--- config.mk ---
export PLATFORM = sky130hd
export DESIGN_NAME = forwarding_hazard_unit
export DESIGN_NICKNAME = d
export VERILOG_FILES = /design/src/rtl/mips_pkg.sv /design/src/rtl/fwd_select.sv /design/src/rtl/forwarding_hazard_unit.sv
export SDC_FILE = /design/constraint.sdc
export NUM_CORES = 1
export LEC_CHECK = 0
export ABC_CLOCK_PERIOD_IN_PS = 5200
export BUFFER_PORTS_ARGS = -buffer_cell sky130_fd_sc_hd__buf_2
export CORE_ASPECT_RATIO = 0.8
export CORE_UTILIZATION = 47
export DETAILED_ROUTE_END_ITERATION = 10
export PLACE_DENSITY_LB_ADDON = 0.15
export SLEW_MARGIN = 0
export SYNTH_ARGS = -nofsm -noshare
export SYNTH_HDL_FRONTEND = slang
export SYNTH_HIERARCHICAL = 1
export SYNTH_SLANG_ARGS = --single-unit
--- constraint.sdc ---
create_clock -name i_Clock -period 5.2 [get_ports i_Clock]
set_input_delay 1.04 -clock i_Clock [delete_from_list [all_inputs] [get_ports i_Clock]]
set_output_delay 1.04 -clock i_Clock [all_outputs]
set_load 0.01 [all_outputs]
--- src/rtl/mips_pkg.sv ---
// Shared types and constants for the MIPS forwarding/hazard logic.
package mips_pkg;

    // Operand mux select encodings (11 is never driven)
    localparam logic [1:0] FWD_REGFILE = 2'b00;
    localparam logic [1:0] FWD_MEMWB   = 2'b01;
    localparam logic [1:0] FWD_EXMEM   = 2'b10;

    // Widest register address the shadow slots can hold; narrower
    // addresses are zero-extended on entry so comparisons stay exact.
    localparam int MAX_REG_W = 8;
    typedef logic [MAX_REG_W-1:0] reg_addr_t;

    typedef enum logic {
        ST_RUN   = 1'b0,
        ST_STALL = 1'b1
    } fhu_state_t;

    // Producer view of the instruction in EX. Source registers are
    // compared while the consumer is still in ID, so they are not kept.
    typedef struct packed {
        logic      valid;
        reg_addr_t dest;
        logic      regwrite;
        logic      memread;
    } ex_slot_t;

    // Producer view of the instruction in MEM.
    typedef struct packed {
        logic      valid;
        reg_addr_t dest;
        logic      regwrite;
    } mem_slot_t;

endpackage

--- src/rtl/fwd_select.sv ---
// Match and priority for one ALU operand: the newest producer wins.
module fwd_select
    import mips_pkg::*;
(
    input  logic       i_Ex_Valid,
    input  logic       i_Ex_RegWrite,
    input  reg_addr_t  i_Ex_Dest,
    input  logic       i_Mem_Valid,
    input  logic       i_Mem_RegWrite,
    input  reg_addr_t  i_Mem_Dest,
    input  reg_addr_t  i_Src,
    output logic [1:0] o_Sel
);

    logic w_ex_match;
    logic w_mem_match;

    // A slot matches when it writes a non-zero register equal to the source
    always_comb begin
        w_ex_match  = i_Ex_Valid  & i_Ex_RegWrite  & (i_Ex_Dest  != '0) & (i_Ex_Dest  == i_Src);
        w_mem_match = i_Mem_Valid & i_Mem_RegWrite & (i_Mem_Dest != '0) & (i_Mem_Dest == i_Src);
    end

    // EX/MEM result has priority over MEM/WB result
    always_comb begin
        o_Sel = FWD_REGFILE;
        if (w_ex_match)
            o_Sel = FWD_EXMEM;
        else if (w_mem_match)
            o_Sel = FWD_MEMWB;
    end

endmodule

--- src/rtl/forwarding_hazard_unit.sv ---
// Forwarding select and load-use stall controller beside the ID/EX register.
//
// state | meaning
// ------+-------------------------------------------------------------
// RUN   | normal flow; a load-use hazard stalls and moves to STALL
// STALL | EX holds the bubble; returns to RUN on the next enabled edge
//
// The writeback stage is not tracked: write-before-read for the WB
// instruction is resolved inside the register file.
module forwarding_hazard_unit
    import mips_pkg::*;
#(
    parameter int REG_ADDR_WIDTH = 5,
    parameter int COUNT_WIDTH    = 32
) (
    input  logic                      i_Clock,
    input  logic                      i_Reset_n,
    input  logic                      i_Enable,
    input  logic                      i_Flush,
    input  logic                      i_Dec_Valid,
    input  logic [REG_ADDR_WIDTH-1:0] i_Dec_Rs,
    input  logic [REG_ADDR_WIDTH-1:0] i_Dec_Rt,
    input  logic [REG_ADDR_WIDTH-1:0] i_Dec_Dest,
    input  logic                      i_Dec_RegWrite,
    input  logic                      i_Dec_MemRead,
    output logic [1:0]                o_Fwd_A,
    output logic [1:0]                o_Fwd_B,
    output logic                      o_Stall,
    output logic [COUNT_WIDTH-1:0]    o_Stall_Count
);

    fhu_state_t             r_state;
    fhu_state_t             w_state_nxt;
    ex_slot_t               r_ex;
    ex_slot_t               w_ex_nxt;
    mem_slot_t              r_mem;
    mem_slot_t              w_mem_nxt;
    logic [1:0]             r_fwd_a;
    logic [1:0]             r_fwd_b;
    logic [1:0]             w_fwd_a_nxt;
    logic [1:0]             w_fwd_b_nxt;
    logic [COUNT_WIDTH-1:0] r_count;
    logic [COUNT_WIDTH-1:0] w_count_nxt;

    reg_addr_t w_rs;
    reg_addr_t w_rt;
    reg_addr_t w_dest;
    logic      w_hazard;
    logic      w_bubble;
    logic [1:0] w_sel_a;
    logic [1:0] w_sel_b;

    // Zero-extend ID addresses into the slot width
    always_comb begin
        w_rs   = reg_addr_t'(i_Dec_Rs);
        w_rt   = reg_addr_t'(i_Dec_Rt);
        w_dest = reg_addr_t'(i_Dec_Dest);
    end

    // Load in EX feeding the instruction in ID; flush overrides the stall
    always_comb begin
        w_hazard = r_ex.valid & r_ex.memread & (r_ex.dest != '0) & i_Dec_Valid
                 & ((r_ex.dest == w_rs) | (r_ex.dest == w_rt));
        o_Stall  = w_hazard & ~i_Flush;
        w_bubble = i_Flush | o_Stall;
    end

    fwd_select u_fwd_a (
        .i_Ex_Valid     (r_ex.valid),
        .i_Ex_RegWrite  (r_ex.regwrite),
        .i_Ex_Dest      (r_ex.dest),
        .i_Mem_Valid    (r_mem.valid),
        .i_Mem_RegWrite (r_mem.regwrite),
        .i_Mem_Dest     (r_mem.dest),
        .i_Src          (w_rs),
        .o_Sel          (w_sel_a)
    );

    fwd_select u_fwd_b (
        .i_Ex_Valid     (r_ex.valid),
        .i_Ex_RegWrite  (r_ex.regwrite),
        .i_Ex_Dest      (r_ex.dest),
        .i_Mem_Valid    (r_mem.valid),
        .i_Mem_RegWrite (r_mem.regwrite),
        .i_Mem_Dest     (r_mem.dest),
        .i_Src          (w_rt),
        .o_Sel          (w_sel_b)
    );

    // Next-state for FSM, shadow slots, selects and stall counter
    always_comb begin
        w_state_nxt = r_state;
        w_ex_nxt    = r_ex;
        w_mem_nxt   = r_mem;
        w_fwd_a_nxt = r_fwd_a;
        w_fwd_b_nxt = r_fwd_b;
        w_count_nxt = r_count;

        if (i_Enable) begin
            w_mem_nxt.valid    = r_ex.valid;
            w_mem_nxt.dest     = r_ex.dest;
            w_mem_nxt.regwrite = r_ex.regwrite;

            if (w_bubble) begin
                w_ex_nxt    = '0;
                w_fwd_a_nxt = FWD_REGFILE;
                w_fwd_b_nxt = FWD_REGFILE;
            end else begin
                w_ex_nxt.valid    = i_Dec_Valid;
                w_ex_nxt.dest     = w_dest;
                w_ex_nxt.regwrite = i_Dec_RegWrite;
                w_ex_nxt.memread  = i_Dec_MemRead;
                w_fwd_a_nxt       = w_sel_a;
                w_fwd_b_nxt       = w_sel_b;
            end

            if (o_Stall && (r_count != '1))
                w_count_nxt = r_count + COUNT_WIDTH'(1);

            case (r_state)
                ST_RUN:   w_state_nxt = o_Stall ? ST_STALL : ST_RUN;
                ST_STALL: w_state_nxt = ST_RUN;
                default:  w_state_nxt = ST_RUN;
            endcase
        end
    end

    // State registers with asynchronous clear
    always_ff @(posedge i_Clock or negedge i_Reset_n) begin
        if (!i_Reset_n) begin
            r_state <= ST_RUN;
            r_ex    <= '0;
            r_mem   <= '0;
            r_fwd_a <= FWD_REGFILE;
            r_fwd_b <= FWD_REGFILE;
            r_count <= '0;
        end else begin
            r_state <= w_state_nxt;
            r_ex    <= w_ex_nxt;
            r_mem   <= w_mem_nxt;
            r_fwd_a <= w_fwd_a_nxt;
            r_fwd_b <= w_fwd_b_nxt;
            r_count <= w_count_nxt;
        end
    end

    assign o_Fwd_A       = r_fwd_a;
    assign o_Fwd_B       = r_fwd_b;
    assign o_Stall_Count = r_count;

endmodule

==> results.json <==
{
  "status": "finished, final reports clean",
  "h-tree-depth": 2,
  "vias": 2323,
  "dieArea_sq_um": 6640,
  "cts_sinks": 51,
  "clk_latency_ps": 290,
  "synth.top_cell.area_share_pct": 43.0,
  "vias_per_cell": 5.15,
  "min_period_over_period_pct": 60.6,
  "root_buffer": "clkbuf_8",
  "slew_headroom_pct": 37.2,
  "fillCellCount": 549,
  "final_nets": 392,
  "cts_setup_buffers": 0,
  "fmax_mhz": 317,
  "synth_area_leaders": "dfrtp_1, xnor2_1, xor2_1",
  "hold_buffers": 0,
  "seqCellArea_sq_um": 1280,
  "hold_viol": 0,
  "cp_max_fo": 6,
  "multi_input_area_sq_um": 1770,
  "wl_met3_um": 318,
  "met1_length_um": 3550,
  "io_buffer_count": 58,
  "ys_ff_latch": 51,
  "fin_skew_ps": 5.14,
  "grt_pass1_wl_um": 11200,
  "synthToLayoutAreaGrowth_pct": 19.7,
  "drv_cap": 0,
  "crit_top_cell": "buf_2",
  "arrival_ps": 2110,
  "cts_tree": "done",
  "num_antenna_cells": 0,
  "tns_ps": 0,
  "end_kind": "output port",
  "cp.required_ps": 4160,
  "wl_met2_um": 2690,
  "path_cells": "buf_2, xnor2_1, nand3_1, o22ai_4, nand2_1, nor2_1, buf_2",
  "grt_pass1_vias": 2137,
  "start_util_pct": 49.4,
  "synth_ff_type": "dfrtp_1",
  "p_per_area_nw_per_um2": 217,
  "coreArea_sq_um": 6010,
  "cts_buffers": 5,
  "grt-ovfl-total": 0,
  "drive_gt1_share_pct": 25.1,
  "startpoint_type": "primary input",
  "die_h_um": 73.1,
  "grtUsageTotal_pct": 21.5,
  "synth_common_cells": "dfrtp_1, xnor2_1, xor2_1",
  "power_w": 0.000772,
  "critPathKind": "primary input to output port",
  "p_leak_nw": 1.77,
  "critPathSlowestCell": "o22ai_4",
  "clk_transition_reported_paths_ps": 90,
  "critPathBufInv": 2,
  "min_path_cells": 1,
  "slowest_delay_ps": 270,
  "hold_class": "flip-flop to flip-flop",
  "rsz0062_at_grt": "no",
  "drt-pass1-iter-count": 4,
  "yosys.area.top_type": "dfrtp_1",
  "dp_hpwl_um": 4900,
  "detail_route.iter0.violations": 149,
  "path_depth": 7,
  "critical-path-top-delay-family": "simple AND/OR/NAND/NOR gates",
  "ir_drop_uv": 142,
  "antenna_found_initial": 0,
  "ant_nets": 0,
  "synth-seq-area-share_pct": 43.0,
  "wirelength_um": 6590,
  "num_rows": 25,
  "avgSynthCellArea_sq_um": 10.8,
  "reg2reg_depth": 6,
  "drc": 0,
  "num_io_pins": 59,
  "yosysMostFrequentCell": "dfrtp_1",
  "synthCells": 275,
  "synth_area_sq_um": 2970,
  "finalCriticalPeriod_ps": 3150,
  "postSynth.asyncResetShare_pct": 100,
  "finalSetupViolCount": 0,
  "gp_congestion": 0.800,
  "ys_types": 39,
  "grt_max_degree": 52,
  "yosys_warnings": 6,
  "synth_edf_count": 0,
  "clock_path_buffers": 2,
  "worstMarginPinSlew_ps": 942,
  "slew_violations": 0,
  "wire_per_inst_um": 14.6,
  "ctsResizeCount": 0,
  "die_x_um": 90.8,
  "dr.max_layer_used": "met4"
}
cell type report:
cell class                 count  area share (%)
multi-input combinational    249            49.7
clock buffer                   8            2.82
tap                           81            2.85
sequential                    51            35.9
timing repair buffer          59            8.38
inverter                       3           0.317
placed cells by master (no fill, tap or decap), types with 2 or more instances in the layout:
| master | instances |
|---|---|
| buf_2 | 58 |
| dfrtp_1 | 51 |
| xnor2_1 | 44 |
| conb_1 | 36 |
| xor2_1 | 29 |
| nand3_1 | 21 |
| nand2_1 | 15 |
| nor2_1 | 14 |
| nand4_1 | 13 |
| a22o_1 | 11 |
| nor3_1 | 9 |
| mux2_2 | 8 |
| nor4_1 | 8 |
| or4_1 | 8 |
| and3_1 | 7 |
| clkbuf_8 | 7 |
| nor4_2 | 5 |
| inv_1 | 3 |
| and4_4 | 2 |
| o41a_1 | 2 |
through the flow:
stage,hold slack [ps],cell area [sq um],instances,setup WS (ps),util (%)
after floorplan,473,3100,310,2380,-
after global placement,476,3450,443,2030,57.5
after detailed placement,487,3450,443,2040,57.5
after CTS,503,3550,451,2040,59.1
after global routing,534,3550,451,1920,59.1
final,498,3550,451,2050,59.1
cells by family (layout without fill, tap and decap cells):
family          after synthesis  in the layout  share of synthesized area, %
mux                           8              8                          3.04
xor+xnor                     73             73                          21.5
buf+inv                      10             70                          1.94
flops                        51             51                          43.0
compound gates               18             18                          5.78
simple gates                113            113                          24.2
other cells                   1             36                         0.126
fa+ha+maj                     1              1                         0.422
worst paths after layout:
check	slack [ps]	startpoint	endpoint
hold reg to reg	500	o_Stall_Count[16]$_DFFE_PN0P_	o_Stall_Count[16]$_DFFE_PN0P_
hold / removal	500	o_Stall_Count[16]$_DFFE_PN0P_	o_Stall_Count[16]$_DFFE_PN0P_
min in group asynchronous	850	i_Reset_n	r_ex[3]$_DFFE_PN0P_
setup reg to reg	3070	r_ex[2]$_DFFE_PN0P_	o_Stall_Count[28]$_DFFE_PN0P_
setup / recovery	2050	i_Dec_Rs[0]	o_Stall
max in group asynchronous	3940	i_Reset_n	o_Stall_Count[19]$_DFFE_PN0P_
metal layers:
layer / vias up / GRT usage, %
met4: 0 / 3.70
met1: 1129 / 34.5
li1: 1141 / -
met2: 51 / 29.5
met3: 2 / 4.69
met5: - / 0
registers in the layout (all words and copies together), names as in the netlist:
| signal | count |
|---|---|
| o_Fwd_A | 2 |
| o_Fwd_B | 2 |
| o_Stall_Count | 32 |
| r_ex | 8 |
| r_mem | 7 |
where the power goes:
| part | internal, W | total, W | switching [W] |
|---|---|---|---|
| clock network | 0.000122 | 0.000243 | 0.000122 |
| logic | 0.0000482 | 0.0000981 | 0.0000499 |
| registers | 0.000407 | 0.000430 | 0.0000234 |
| total | 0.000577 | 0.000772 | 0.000195 |
Power figures use the tool's default switching activity.
